$ cat config.mk
export PLATFORM = sky130hd
export DESIGN_NAME = hazard_stall_ctrl
export DESIGN_NICKNAME = d
export VERILOG_FILES = /design/src/rtl/cpu_pkg.sv /design/src/rtl/hazard_cmp.sv /design/src/rtl/hazard_stall_ctrl.sv
export SDC_FILE = /design/constraint.sdc
export NUM_CORES = 1
export LEC_CHECK = 0
export BUFFER_PORTS_ARGS = -buffer_cell sky130_fd_sc_hd__buf_2
export CAP_MARGIN = 10
export CORE_MARGIN = 10
export CORE_UTILIZATION = 25
export DETAILED_ROUTE_END_ITERATION = 10
export PLACE_DENSITY = 0.54
export SLEW_MARGIN = 20
export SYNTH_ARGS = -nofsm -noshare
export SYNTH_HDL_FRONTEND = slang
export SYNTH_SLANG_ARGS = --single-unit
$ cat constraint.sdc
create_clock -name clk -period 3.91 [get_ports clk]
set_input_delay 0.391 -clock clk [delete_from_list [all_inputs] [get_ports clk]]
set_output_delay 0.391 -clock clk [all_outputs]
set_load 0.005 [all_outputs]
$ cat src/rtl/cpu_pkg.sv
// cpu_pkg: shared hazard-controller state encoding and default latencies.
package cpu_pkg;
    typedef enum logic [1:0] {ST_RUN, ST_LOAD_STALL, ST_MD_BUSY, ST_HALTED} state_e;
    localparam int LOAD_LAT_DEF = 1;
    localparam int MD_LAT_DEF = 4;
    localparam int CNT_W_DEF = 16;
    localparam int LAT_W = 4;
endpackage

$ cat src/rtl/hazard_cmp.sv
// hazard_cmp: flags a source operand that reads the EX-stage destination.
module hazard_cmp #(
    parameter int REG_AW = 4
) (
    input  logic [REG_AW-1:0] src_i,
    input  logic [REG_AW-1:0] dst_i,
    input  logic              used_i,
    output logic              hit_o
);
    assign hit_o = used_i && (src_i == dst_i);
endmodule

$ cat src/rtl/hazard_stall_ctrl.sv
// hazard_stall_ctrl: load-use, mul/div busy, halt and branch-flush pipeline control.
module hazard_stall_ctrl
    import cpu_pkg::*;
#(
    parameter int REG_AW   = 4,
    parameter int LOAD_LAT = LOAD_LAT_DEF,
    parameter int MD_LAT   = MD_LAT_DEF,
    parameter int R0_ZERO  = 1,
    parameter int CNT_W    = CNT_W_DEF
) (
    input  logic              clk,
    input  logic              rst_n,
    input  logic [REG_AW-1:0] id_rs1,
    input  logic [REG_AW-1:0] id_rs2,
    input  logic              id_rs1_used,
    input  logic              id_rs2_used,
    input  logic [REG_AW-1:0] ex_rd,
    input  logic              ex_mem_read,
    input  logic              id_md_start,
    input  logic              id_halt,
    input  logic              resume,
    input  logic              ex_branch_taken,
    output logic              pc_write,
    output logic              ifid_write,
    output logic              idex_bubble,
    output logic              ifid_flush,
    output logic              halted,
    output logic              md_busy,
    output logic [CNT_W-1:0]  stall_cycles
);
    state_e state_q, state_d;
    logic [LAT_W-1:0] cnt_q, cnt_d;
    logic [CNT_W-1:0] stall_q, stall_d;
    logic hit1, hit2, load_hit, stall, flush, bubble;

    hazard_cmp #(.REG_AW(REG_AW)) u_cmp1 (.src_i(id_rs1), .dst_i(ex_rd), .used_i(id_rs1_used), .hit_o(hit1));
    hazard_cmp #(.REG_AW(REG_AW)) u_cmp2 (.src_i(id_rs2), .dst_i(ex_rd), .used_i(id_rs2_used), .hit_o(hit2));

    assign load_hit = ex_mem_read && (hit1 || hit2) && !(R0_ZERO != 0 && ex_rd == '0);

    always_comb begin
        state_d = state_q;
        cnt_d   = cnt_q;
        stall   = 1'b0;
        flush   = 1'b0;
        bubble  = 1'b0;
        case (state_q)
            ST_RUN: begin
                if (ex_branch_taken) begin
                    flush  = 1'b1;
                    bubble = 1'b1;
                end else if (load_hit) begin
                    stall = 1'b1;
                    if (LOAD_LAT > 1) begin
                        state_d = ST_LOAD_STALL;
                        cnt_d   = LAT_W'(LOAD_LAT - 1);
                    end
                end else if (id_md_start) begin
                    state_d = ST_MD_BUSY;
                    cnt_d   = LAT_W'(MD_LAT);
                end else if (id_halt) begin
                    stall   = 1'b1;
                    state_d = ST_HALTED;
                end
            end
            ST_LOAD_STALL: begin
                if (ex_branch_taken) begin
                    flush   = 1'b1;
                    bubble  = 1'b1;
                    state_d = ST_RUN;
                    cnt_d   = '0;
                end else begin
                    stall   = 1'b1;
                    cnt_d   = cnt_q - 1'b1;
                    state_d = (cnt_q == 1) ? ST_RUN : ST_LOAD_STALL;
                end
            end
            ST_MD_BUSY: begin
                // the multi-cycle unit keeps running across a redirect
                stall   = 1'b1;
                flush   = ex_branch_taken;
                cnt_d   = cnt_q - 1'b1;
                state_d = (cnt_q == 1) ? ST_RUN : ST_MD_BUSY;
            end
            default: begin
                stall   = 1'b1;
                state_d = resume ? ST_RUN : ST_HALTED;
            end
        endcase
    end

    // outputs are gated by rst_n so reset overrides any live hazard inputs
    assign pc_write     = !(rst_n && stall);
    assign ifid_write   = pc_write;
    assign idex_bubble  = rst_n && (stall || bubble);
    assign ifid_flush   = rst_n && flush;
    assign halted       = rst_n && (state_q == ST_HALTED);
    assign md_busy      = rst_n && (state_q == ST_MD_BUSY);
    assign stall_cycles = stall_q;
    assign stall_d      = (!pc_write && stall_q != {CNT_W{1'b1}}) ? stall_q + 1'b1 : stall_q;

    always_ff @(posedge clk or negedge rst_n) begin
        if (!rst_n) begin
            state_q <= ST_RUN;
            cnt_q   <= '0;
            stall_q <= '0;
        end else begin
            state_q <= state_d;
            cnt_q   <= cnt_d;
            stall_q <= stall_d;
        end
    end
endmodule

==> flow_summary.toml <==
[outcome]
outcome = "complete, no violations"

[setup_path]
crit_arrival_ps = 1730
crit_required_ps = 3520
worst-setup-path-type = "reg2out"
crit_path_end_kind = "output pin"
r2r_end = "stall_cycles[1]"
start_kind = "register"
r2r-start = "stall_cycles[0]"
r2r_slack_ps = 1910
critPathMaxFanout = 4
rr_worst_depth = 6

[power_and_ir_drop]
p_comb_frac = 0.422
switching_share = 0.373
pwr-share-clk = 0.219
seq_power_share = 0.359
peakVddDrop_mv = 0.201
powerDensity_nw_per_um2 = 548
internal_power_uw = 605
p_leak_uw = 0.000852
power_switching_uw = 359

[synth]
syn_inst = 137
avgSynthCellArea_um2 = 10.4
netlist.area_leader.share = 0.388
synth.area.top_cells = "dfrtp_1 39%, xnor2_1 9.3%, ha_1 7.1%, nand3_2 3.5%, nand4_1 3.5%"
synth-seq-area-share = 0.388
synth.most_common_cell = "dfrtp_1"
synth_area_um2 = 1420
ys_top_cells_by_count = "22 x dfrtp_1, 15 x xnor2_1, 10 x nand2_1"
synth_seq_cells = 22
synthesis.nets = 166
synth-main-ff-cell = "dfrtp_1"
synth_cell_types = 41
yosysTopAreaCell = "dfrtp_1"
yosys_warnings = 0
synth_edf_count = 0
async_flop_share = 1.00

[timing]
post-route-period-util = 0.541
timing.slew.headroom = 0.567
rsz0062_at_grt = "false"
timing.final.crit_period_ps = 2120
finalSetupViolCount = 0
hold_viol = 0
final.setup.worst_slack_ps = 1790
report.final.slew_viol_count = 0
setup_tns_ps = 0
fmax_mhz = 472
clock_skew_ps = 7.55
max_slew.worst_pin.slew_ps = 641

[final_layout]
stdcell_count = 252
design_area_um2 = 1760
post_route_cells_drive_above_1_share = 0.344
fin_util = 0.319
area_growth_pct = 24.0
fill_cells = 586
diodes = 0
final_net_count = 210

[drt]
ant_nets = 0
drc = 0
first_pass_iters = 4
num_vias = 1123
routed_via_density = 4.46
drt_iter0_markers = 36
wl_per_cell_um = 13.2
drt_wl_total_um = 3330

[placed_design]
place_hpwl_um = 2620
dpl_cell_area_um2 = 1690
dp_cells = 248
globalplace.congestion = 0.755
dpl_worst_slack_ps = 1780
io_buffers = 42

[global_routing]
antenna_found_initial = 0
grtUsageTotal = 0.0728
grt_max_degree = 29
grt_pass1_vias = 1159
grt_pass1_wl_um = 5310
overflow = 0

[clock_network]
htree_levels = 1
cts_setup_buffers = 0
hold_buffers = 0
cts_tree = "built"
path_clk_slew_ps = 80
cts_made_buffers = 3
cts_repair_resize_count = 0
root_buffer = "clkbuf_8"
clockBufferDepth = 2
insertion_delay_ps = 260
cts_sinks = 22

[floorplanning]
ios = 43
fp-row-count = 27
start_util = 0.258
core_area_um2 = 5510
fp.dieW_um = 95.3
design.die.area_um2 = 9090
die_h_um = 95.3

[worst_hold_path]
min_path_type = "in2async"

[run]
drv_cap = 0
-- worst max-delay path, stage by stage (launching register included) --
cell and delay (ps):
dfrtp_1 400, inv_1 90, ha_1 230, a21oi_1 210
a31oi_2 140, o21ai_0 230, buf_2 160
-- metal layers --
layer | global-route usage | vias up | wire length [um]
met1 | 0.0840 | 532 | 1470
met4 | 0.0374 | 0 | 68
li1 | - | 568 | -
met5 | 0 | - | 0
met2 | 0.122 | 19 | 1600
met3 | 0.0181 | 4 | 187
-- per-stage QoR --
| stage | total power (uW) | hold WS (ps) |
|---|---|---|
| after floorplan | 642 | 95.4 |
| after global placement | 755 | 433 |
| after detailed placement | 761 | 431 |
| after CTS | 980 | 129 |
| after global routing | 1050 | 163 |
| final | 964 | 114 |
-- layout make-up --
cell class                 count  area (um^2)  area share
clock inverter                 1         30.0      0.0171
sequential                    22          551       0.313
inverter                       9         33.8      0.0192
timing repair buffer          42          210       0.119
tap                           72         90.1      0.0512
multi-input combinational    103          803       0.457
clock buffer                   3         41.3      0.0235
-- power by group through the flow --
stage	clock network, uW	registers (uW)	logic [uW]
finish	211	346	407
global route	227	356	469
CTS	219	347	413
detailed placement	0	351	410
global placement	0	347	408
floorplan	0	341	301
-- state kept, by name (all words and copies together) (netlist names) --
signal        flops
stall_cycles     16
cnt_q             4
state_q           2
-- worst max-delay path by stage --
| stage | start | endpoint | slack (ps) | depth (start not counted) |
|---|---|---|---|---|
| floorplan | ex_rd[0] | pc_write | 2060 | 5 |
| global placement | ex_rd[0] | stall_cycles[1] | 1790 | 6 |
| detailed placement | ex_rd[0] | stall_cycles[1] | 1780 | 6 |
| CTS | state_q[1] | ifid_write | 1760 | 6 |
| global route | state_q[1] | ifid_write | 1530 | 6 |
| finish | state_q[1] | pc_write | 1790 | 6 |
-- layout by cell type, fill, tap and decap left out, types with 2 or more instances in the layout --
cell type  instances
xnor2_1           15
nor2_1             7
and3_1             2
xor2_1             4
dfrtp_1           22
o31a_1             2
buf_2             42
nand2_1           10
and2_1             2
nor3_1             3
inv_1              9
o31ai_1            2
clkbuf_8           3
and4_1             2
ha_1               8
a21oi_1            3
and3_4             2
o21ai_0            8
nand3_2            5
nand4_1            8
-- logic make-up (layout without fill, tap and decap cells) --
logic type / Yosys count / after routing / share of synthesized area
simple gates: 50 / 50 / 0.230
compound gates: 24 / 24 / 0.129
flops: 22 / 22 / 0.388
xor+xnor: 20 / 20 / 0.129
buf+inv: 12 / 55 / 0.0459
fa+ha+maj: 8 / 8 / 0.0705
mux: 1 / 1 / 0.00794
No activity file was read; power rests on OpenSTA's default activity.
